### src/rtl/div_ctrl_pkg.sv
// Shared types and constants for the divider ratio controller.
package div_ctrl_pkg;

    localparam int DEF_RATIO_W     = 8;
    localparam int DEF_TIMEOUT_CYC = 512;
    localparam int RESET_RATIO     = 2;

    typedef enum logic [1:0] {
        IDLE  = 2'd0,
        PEND  = 2'd1,
        APPLY = 2'd2
    } state_t;

endpackage

### src/rtl/div_edge_det.sv
// Brings the fed-back divided clock into the reference domain and flags its rising edges.
module div_edge_det (
    input  logic I_clk,
    input  logic I_rst,
    input  logic I_d,
    output logic o_rise
);

    logic sync_p0;
    logic sync_p1;
    logic prev_p2;

    always_ff @(posedge I_clk) begin
        if (I_rst) begin
            sync_p0 <= 1'b0;
            sync_p1 <= 1'b0;
            prev_p2 <= 1'b0;
        end else begin
            sync_p0 <= I_d;
            sync_p1 <= sync_p0;
            prev_p2 <= sync_p1;
        end
    end

    assign o_rise = sync_p1 && !prev_p2;

endmodule

### src/rtl/div_ratio_ctrl.sv
// Glitch-free ratio update controller for an integer clock divider.
// Optional PEND timeout is enabled with the DIV_CTRL_TIMEOUT_EN macro.
import div_ctrl_pkg::*;

module div_ratio_ctrl #(
    parameter int RATIO_W     = DEF_RATIO_W,
    parameter int TIMEOUT_CYC = DEF_TIMEOUT_CYC
) (
    input  logic               I_ref_clk,
    input  logic               I_rst,
    input  logic               I_enable,
    input  logic               I_cfg_valid,
    input  logic [RATIO_W-1:0] I_cfg_ratio,
    input  logic               I_div_clk,
    output logic               o_cfg_ready,
    output logic [RATIO_W-1:0] o_div_ratio,
    output logic               o_clk_en,
    output logic               o_bypass,
    output logic               o_err,
    output logic               o_busy
);

    state_t             state;
    state_t             state_nxt;
    logic               err_nxt;
    logic               div_rise;
    logic               accept;
    logic               ratio_zero;
    logic               timeout_hit;
    logic [RATIO_W-1:0] held_ratio;

    div_edge_det u_edge (
        .I_clk  (I_ref_clk),
        .I_rst  (I_rst),
        .I_d    (I_div_clk),
        .o_rise (div_rise)
    );

    assign accept      = I_cfg_valid && (state == IDLE);
    assign ratio_zero  = (I_cfg_ratio == '0);
    assign o_cfg_ready = (state == IDLE);
    assign o_busy      = (state != IDLE);

`ifdef DIV_CTRL_TIMEOUT_EN
    localparam int TO_W = $clog2(TIMEOUT_CYC + 1);
    logic [TO_W-1:0] to_cnt;

    // Counts consecutive PEND cycles; any exit from PEND restarts it.
    always_ff @(posedge I_ref_clk) begin
        if (I_rst) begin
            to_cnt <= '0;
        end else if (state == PEND && state_nxt == PEND) begin
            to_cnt <= to_cnt + 1'b1;
        end else begin
            to_cnt <= '0;
        end
    end

    assign timeout_hit = (to_cnt == TO_W'(TIMEOUT_CYC - 1));
`else
    assign timeout_hit = 1'b0;
`endif

    always_comb begin
        state_nxt = state;
        err_nxt   = 1'b0;
        case (state)
            IDLE: begin
                if (accept) begin
                    if (ratio_zero) begin
                        err_nxt = 1'b1;
                    end else if (o_clk_en) begin
                        state_nxt = PEND;
                    end else begin
                        state_nxt = APPLY;
                    end
                end
            end
            PEND: begin
                // A stopped divider has no edge to wait for, so apply immediately.
                if (div_rise || !o_clk_en) begin
                    state_nxt = APPLY;
                end else if (timeout_hit) begin
                    state_nxt = APPLY;
                    err_nxt   = 1'b1;
                end
            end
            APPLY:   state_nxt = IDLE;
            default: state_nxt = IDLE;
        endcase
    end

    always_ff @(posedge I_ref_clk) begin
        if (I_rst) begin
            state       <= IDLE;
            o_div_ratio <= RATIO_W'(RESET_RATIO);
            o_clk_en    <= 1'b0;
            o_bypass    <= 1'b0;
            o_err       <= 1'b0;
        end else begin
            state    <= state_nxt;
            o_clk_en <= I_enable;
            o_err    <= err_nxt;
            if (state == APPLY) begin
                o_div_ratio <= held_ratio;
                o_bypass    <= (held_ratio == RATIO_W'(1));
            end
        end
    end

    // Holding register needs no reset: it is only read in APPLY, which always follows a fresh capture.
    always_ff @(posedge I_ref_clk) begin
        if (accept && !ratio_zero) begin
            held_ratio <= I_cfg_ratio;
        end
    end

endmodule

### config.mk
export PLATFORM = sky130hd
export DESIGN_NAME = div_ratio_ctrl
export DESIGN_NICKNAME = d
export VERILOG_FILES = /design/src/rtl/div_ctrl_pkg.sv /design/src/rtl/div_edge_det.sv /design/src/rtl/div_ratio_ctrl.sv
export SDC_FILE = /design/constraint.sdc
export NUM_CORES = 1
export LEC_CHECK = 0
export BUFFER_PORTS_ARGS = -buffer_cell sky130_fd_sc_hd__clkbuf_2
export CAP_MARGIN = 20
export CORE_MARGIN = 2
export CORE_UTILIZATION = 51
export CTS_CLUSTER_SIZE = 24
export DETAILED_ROUTE_END_ITERATION = 8
export GPL_TIMING_DRIVEN = 0
export PLACE_DENSITY = 0.79
export SYNTH_ARGS = -nofsm -noshare
export SYNTH_HDL_FRONTEND = slang
export SYNTH_HIERARCHICAL = 1
export SYNTH_SLANG_ARGS = --single-unit
export TNS_END_PERCENT = 20
### constraint.sdc
create_clock -name I_ref_clk -period 1.95 [get_ports I_ref_clk]
set_input_delay 0 -clock I_ref_clk [delete_from_list [all_inputs] [get_ports I_ref_clk]]
set_output_delay 0 -clock I_ref_clk [all_outputs]
set_load 0.05 [all_outputs]
# After elaboration in Yosys (flattened, before gate mapping)

Cells that the tools add are included.

Bits in registers: 24
Bits in latches: 0
Memory bits (writable): 0
Bits in read-only memories: 0
Input bits: 13
Output and inout bits: 13
Memories kept: 0

Add/subtract/negate cells: 0
Multiply operators: 0
Div/mod/pow operators: 0
$lt $le $gt $ge: 0
Eq/ne operators: 6
Shift operators: 0
Muxes and demuxes: 6
Bitwise logic cells: 2
Reductions and logical operators: 12

Operators with widths:

| operator                                      | number |
|---|---|
| == test 8 x 1 -> 1 bit, second input constant | 1 |
| zero test 8 bit                               | 1 |
| two-way mux 2 bit                             | 4 |
| != test 2 bit, second input constant          | 2 |
| case mux 2 bit (2 select lines)               | 1 |
| logical AND 1 bit                             | 3 |
| zero test 1 bit                               | 3 |
| AND reduction 3 bit                           | 1 |
| OR reduction 3 bit                            | 1 |
| == test 2 x 1 -> 1 bit, second input constant | 1 |
| == test 2 bit, second input constant          | 1 |
| zero test 2 bit                               | 1 |
| != test 2 x 1 -> 1 bit, second input constant | 1 |
| NOT 1 bit                                     | 2 |
| nonzero test 2 bit                            | 1 |
| logical OR 1 bit                              | 1 |
| two-way mux 1 bit                             | 1 |

# Depth between registers and ports, before layout

Word-level depth: 5
Depth in mapped cells: 4
Mapped depth without buffers: 4

# By module

Netlist, hierarchy kept.

Modules (own cells, without submodules):

| module         | instances | cells an instance | area an instance (µm²) | sequential area each (µm²) |
|---|---|---|---|---|
| div_ratio_ctrl | 1         | 72                | 767.0                  | 500.5 |
| div_edge_det   | 1         | 7                 | 87.6                   | 60.1 |

# Worst setup path before layout

Ideal clock, no wire load.

Kind: reg-to-reg
Start point: register state[0]
End point: register held_ratio[0] (enable)
Library setup time: 370 ps
Data arrival time: 1669 ps
Data required time: 1580 ps
Setup slack: -89 ps
Cell stages (with the launch flop): 4
Buffers on the path: 0
Clock period less this slack: 2039 ps
Cells stage by stage: dfxtp_1 > nor2_1 > nand2_1 > nor2_1

Cells in the longest elaborated chain, start to end: 3

RTL lines:

| item                     | line                  | source |
|---|---|---|
| start: declaration       | div_ratio_ctrl.sv:23  | `state_t state;` |
| start signal: assignment | div_ratio_ctrl.sv:101 | `state <= state_nxt;` |
| zero test 2 bit          | --                    |  |
| net o_cfg_ready          | div_ratio_ctrl.sv:15  | `output logic o_cfg_ready,` |
| logical AND 1 bit        | div_ratio_ctrl.sv:39  | `assign accept = I_cfg_valid && (state == IDLE);` |
| logical AND 1 bit        | div_ratio_ctrl.sv:113 | `if (accept && !ratio_zero) begin` |
| end signal: assignment   | div_ratio_ctrl.sv:114 | `held_ratio <= I_cfg_ratio;` |
| end: declaration         | div_ratio_ctrl.sv:30  | `logic [RATIO_W-1:0] held_ratio;` |

The timed path passes the listed nets, and every way through them passes these cells.
A chain may end at the register's enable or synchronous reset.

# Final worst setup path

Start point: input I_cfg_ratio[1]
End point: register held_ratio[4] (enable)

Cells in the longest elaborated chain, start to end: 3

RTL lines:

| item               | line                  | source |
|---|---|---|
| start: declaration | div_ratio_ctrl.sv:13  | `input logic [RATIO_W-1:0] I_cfg_ratio,` |
| zero test 8 bit    | div_ratio_ctrl.sv:40  | `assign ratio_zero = (I_cfg_ratio == '0);` |
| zero test 1 bit    | div_ratio_ctrl.sv:113 |  |
| logical AND 1 bit  | div_ratio_ctrl.sv:113 |  |

No other way between the ends.

==> impl_metrics.py <==
metrics = {
    "yosys": {
        "ys.warnings.count": 6,
        "syn-cell-area_um2": 854.6,
        "post-synth-top-area-cell": "sky130_fd_sc_hd__dfxtp_1",
        "syn-mean-instance-area_um2": 10.82,
        "yosys_register_bits": 24,
        "netlist_instances": 79,
        "yosysTopAreaCellShare_pct": 37.48,
        "ys_seq_area_share_pct": 65.59,
        "mappedNetlistNets": 92,
        "netlist-cell-type-count": 22,
        "yosys-top-cells-area": "sky130_fd_sc_hd__dfxtp_1 37%, sky130_fd_sc_hd__edfxtp_1 28%, sky130_fd_sc_hd__nand2_1 7.9%",
    },
    "critical_path": {
        "critPathSlowestCell": "sky130_fd_sc_hd__or4_1",
        "critical-path-top-delay-family": "simple AND/OR/NAND/NOR gates",
        "critical_path.n_buffers_inverters": 2,
        "setup.worst_path.end_class": "flop",
        "worstSetupPathType": "in2reg",
        "max_stage_delay_ns": 0.59,
        "timing.critical_path.from_type": "input pin",
        "cp_cell_sequence": "dlygate4sd3_1 -> clkbuf_2 -> or4_1 -> nor2_2 -> nor2_1",
        "minimum_setup_slack_among_reg_to_reg_paths_ns": 0.45,
        "worst-path-max-fanout": 8,
        "crit_required_ns": 2.00,
        "worst_ep_arrival_time_ns": 1.60,
    },
    "global_route": {
        "grt_antenna_before_repair": 0,
        "grtUsageMet1_pct": 26.11,
        "gr-usage-met2_pct": 32.00,
        "grt_max_degree": 14,
        "grtUsageMet3_pct": 2.400,
        "grt-busiest-layer": "met2",
        "wire_length_of_the_first_global_routing_pass_um": 2849,
        "overflow_after_grt": 0,
        "grt_usage_pct": 19.61,
        "via_count_of_the_first_global_routing_pass": 641,
    },
    "floorplan": {
        "dieWidth_um": 44.94,
        "die_h_um": 44.94,
        "initial_utilization_pct": 55.44,
        "io-pin-count": 26,
        "rows": 14,
        "floorplan.die_area_um2": 2019,
        "design.core.area_um2": 1541,
    },
    "sta": {
        "clock.fmax_ghz": 0.6433,
        "unrepaired_setup_endpoints_after_global_routing": "no",
        "worstMarginPinSlew_ns": 0.6007,
        "post_route_clock_period_utilization_pct": 79.72,
        "timing.setup.tns_ns": 0,
        "final-setup-viol-count": 0,
        "final_critical_path_required_period_ns": 1.555,
        "relSlewSlack_pct": 59.80,
        "slew_viol_final": 0,
        "clock-skew-final_ns": 0.0009547,
        "final_worst_path_setup_slack_ns": 0.3954,
        "count_of_final_hold_check_violations": 0,
    },
    "route": {
        "vias_per_cell": 5.043,
        "detail_route.drc_violations": 0,
        "detail_route.wl_per_cell_um": 12.41,
        "drt_pre_antenna_iters": 4,
        "wl_um": 1712,
        "vias": 696,
        "drt-initial-drc-count": 9,
        "postRouteAntennaNets": 0,
    },
    "placed_design": {
        "hpwl_um": 1074,
        "minimum_setup_slack_after_placement_ns": 0.4807,
        "gp_congestion": 0.7649,
        "numPortBuffers": 25,
    },
    "clock_network": {
        "tritoncts_num_sinks": 24,
        "h-tree-depth": 1,
        "insertion_delay_ns": 0.31,
        "tritoncts": "done",
        "clkTransAtPathRegs_ns": 0.12,
        "root_buffer": "sky130_fd_sc_hd__clkbuf_4",
        "post-cts-setup-buffers": 0,
        "ctsLongestPathBuffers": 2,
        "cts_made_buffers": 3,
    },
    "cells_and_area": {
        "antenna_cells_inserted": 0,
        "sequential_cell_area_um2": 560.5,
        "area.growth.synth_to_final_pct": 36.75,
        "layout-drive-gt1-share_pct": 27.05,
        "number_of_nets_in_the_final_layout": 136,
        "fillerInstances": 99,
        "multi_input_logic_area_um2": 277.8,
    },
    "power": {
        "irDropWorstVdd_mv": 0.5315,
        "leak_nw": 0.4755,
        "p_per_area_nw_per_um2": 789.9,
    },
    "job": {
        "max-cap-violations": 0,
    },
    "worst_hold_path": {
        "min_path_type": "in2reg",
    },
    "outcome": {
        "outcome": "finished clean",
    },
}
==> cells in the final DEF, fill, tap and decap left out, drive strengths merged, types with 3 or more instances in the layout <==
cell type / n
dlygate4sd3: 14
edfxtp: 8
nor2b: 7
a21oi: 9
clkbuf: 32
nand2: 18
nor2: 3
dfxtp: 16
==> path summary, 6_finish.rpt <==
check | startpoint | endpoint | depth (start not counted)
min reg2reg | o_div_ratio[6]$_SDFFE_PP0N_ | o_div_ratio[6]$_SDFFE_PP0N_ | 2
max reg2reg | state[0]$_SDFFE_PP0P_ | held_ratio[4]$_DFFE_PP_ | 3
max | I_cfg_ratio[1] | held_ratio[4]$_DFFE_PP_ | 5
min | I_cfg_ratio[6] | held_ratio[6]$_DFFE_PP_ | 2
==> layout make-up <==
cell class	instances	area share, %
flip-flops and latches	24	47.97
multi-input cells	50	23.77
repair buffers	39	22.70
clock buffers	4	2.248
well taps	16	1.713
plain buffers	3	0.9636
inverters	2	0.6424
==> logic make-up (layout without fill, tap and decap cells) <==
kind of cell | count (synthesis) | count (layout) | share of synthesized area [%]
compound gates | 11 | 11 | 7.174
flops | 24 | 24 | 65.59
buf+inv | 5 | 48 | 2.196
simple gates | 39 | 39 | 25.04
==> per-layer routing <==
layer  wire (um)  vias to the layer above
met3          88                        4
li1            -                      357
met1         736                      310
met5           0                        -
met2         861                       25
met4          26                        0
==> cell usage after synthesis (all sizes together) <==
master and n:
inv 2, nand2 18, edfxtp 8, nor4b 1
clkbuf 3, nor2 3, nor4 2, nand2b 2
a21oi 9, or3 1, nor2b 7, nand3b 1
nand3 1, o22ai 1, or4 2, dfxtp 16
a2111oi 1, nand4b 1
==> worst reg2reg max path, delay by kind of cell (launching register included) <==
family        cells  cell delay (ns)
simple gates      3             0.79
flops             1             0.37
==> flip-flops by register name, summed over array words and instances, names as in the netlist <==
name / flops
held_ratio: 8
o_div_ratio: 8
state: 2
o_bypass: 1
o_clk_en: 1
o_err: 1
u_edge/prev_p2: 1
u_edge/sync_p0: 1
u_edge/sync_p1: 1
==> repair_timing <==
action,4_1_cts,5_1_grt
hold buffers,14,0
hold endpoints to repair,15,0
resized for setup,0,0
==> report_power, final <==
part	total (mW)	switching, mW	leakage [nW]	internal, mW
Clock	0.220	0.141	0.0150	0.0799
Sequential	0.559	0.0141	0.208	0.544
Combinational	0.144	0.0916	0.253	0.0525
==> stage by stage <==
step	utilization [%]	power [mW]	instance area, um2	hold slack [ns]	instances
finish	75.81	0.9231	1169	0.4164	138
global route	75.81	0.9647	1169	0.4103	138
CTS	75.81	0.9242	1169	0.4104	138
detailed placement	65.02	0.6900	1002	0.1950	120
global placement	65.02	0.6876	1002	0.1876	120
floorplan	-	0.6521	857.1	0.07161	79
(Power assumes the default switching activity.)
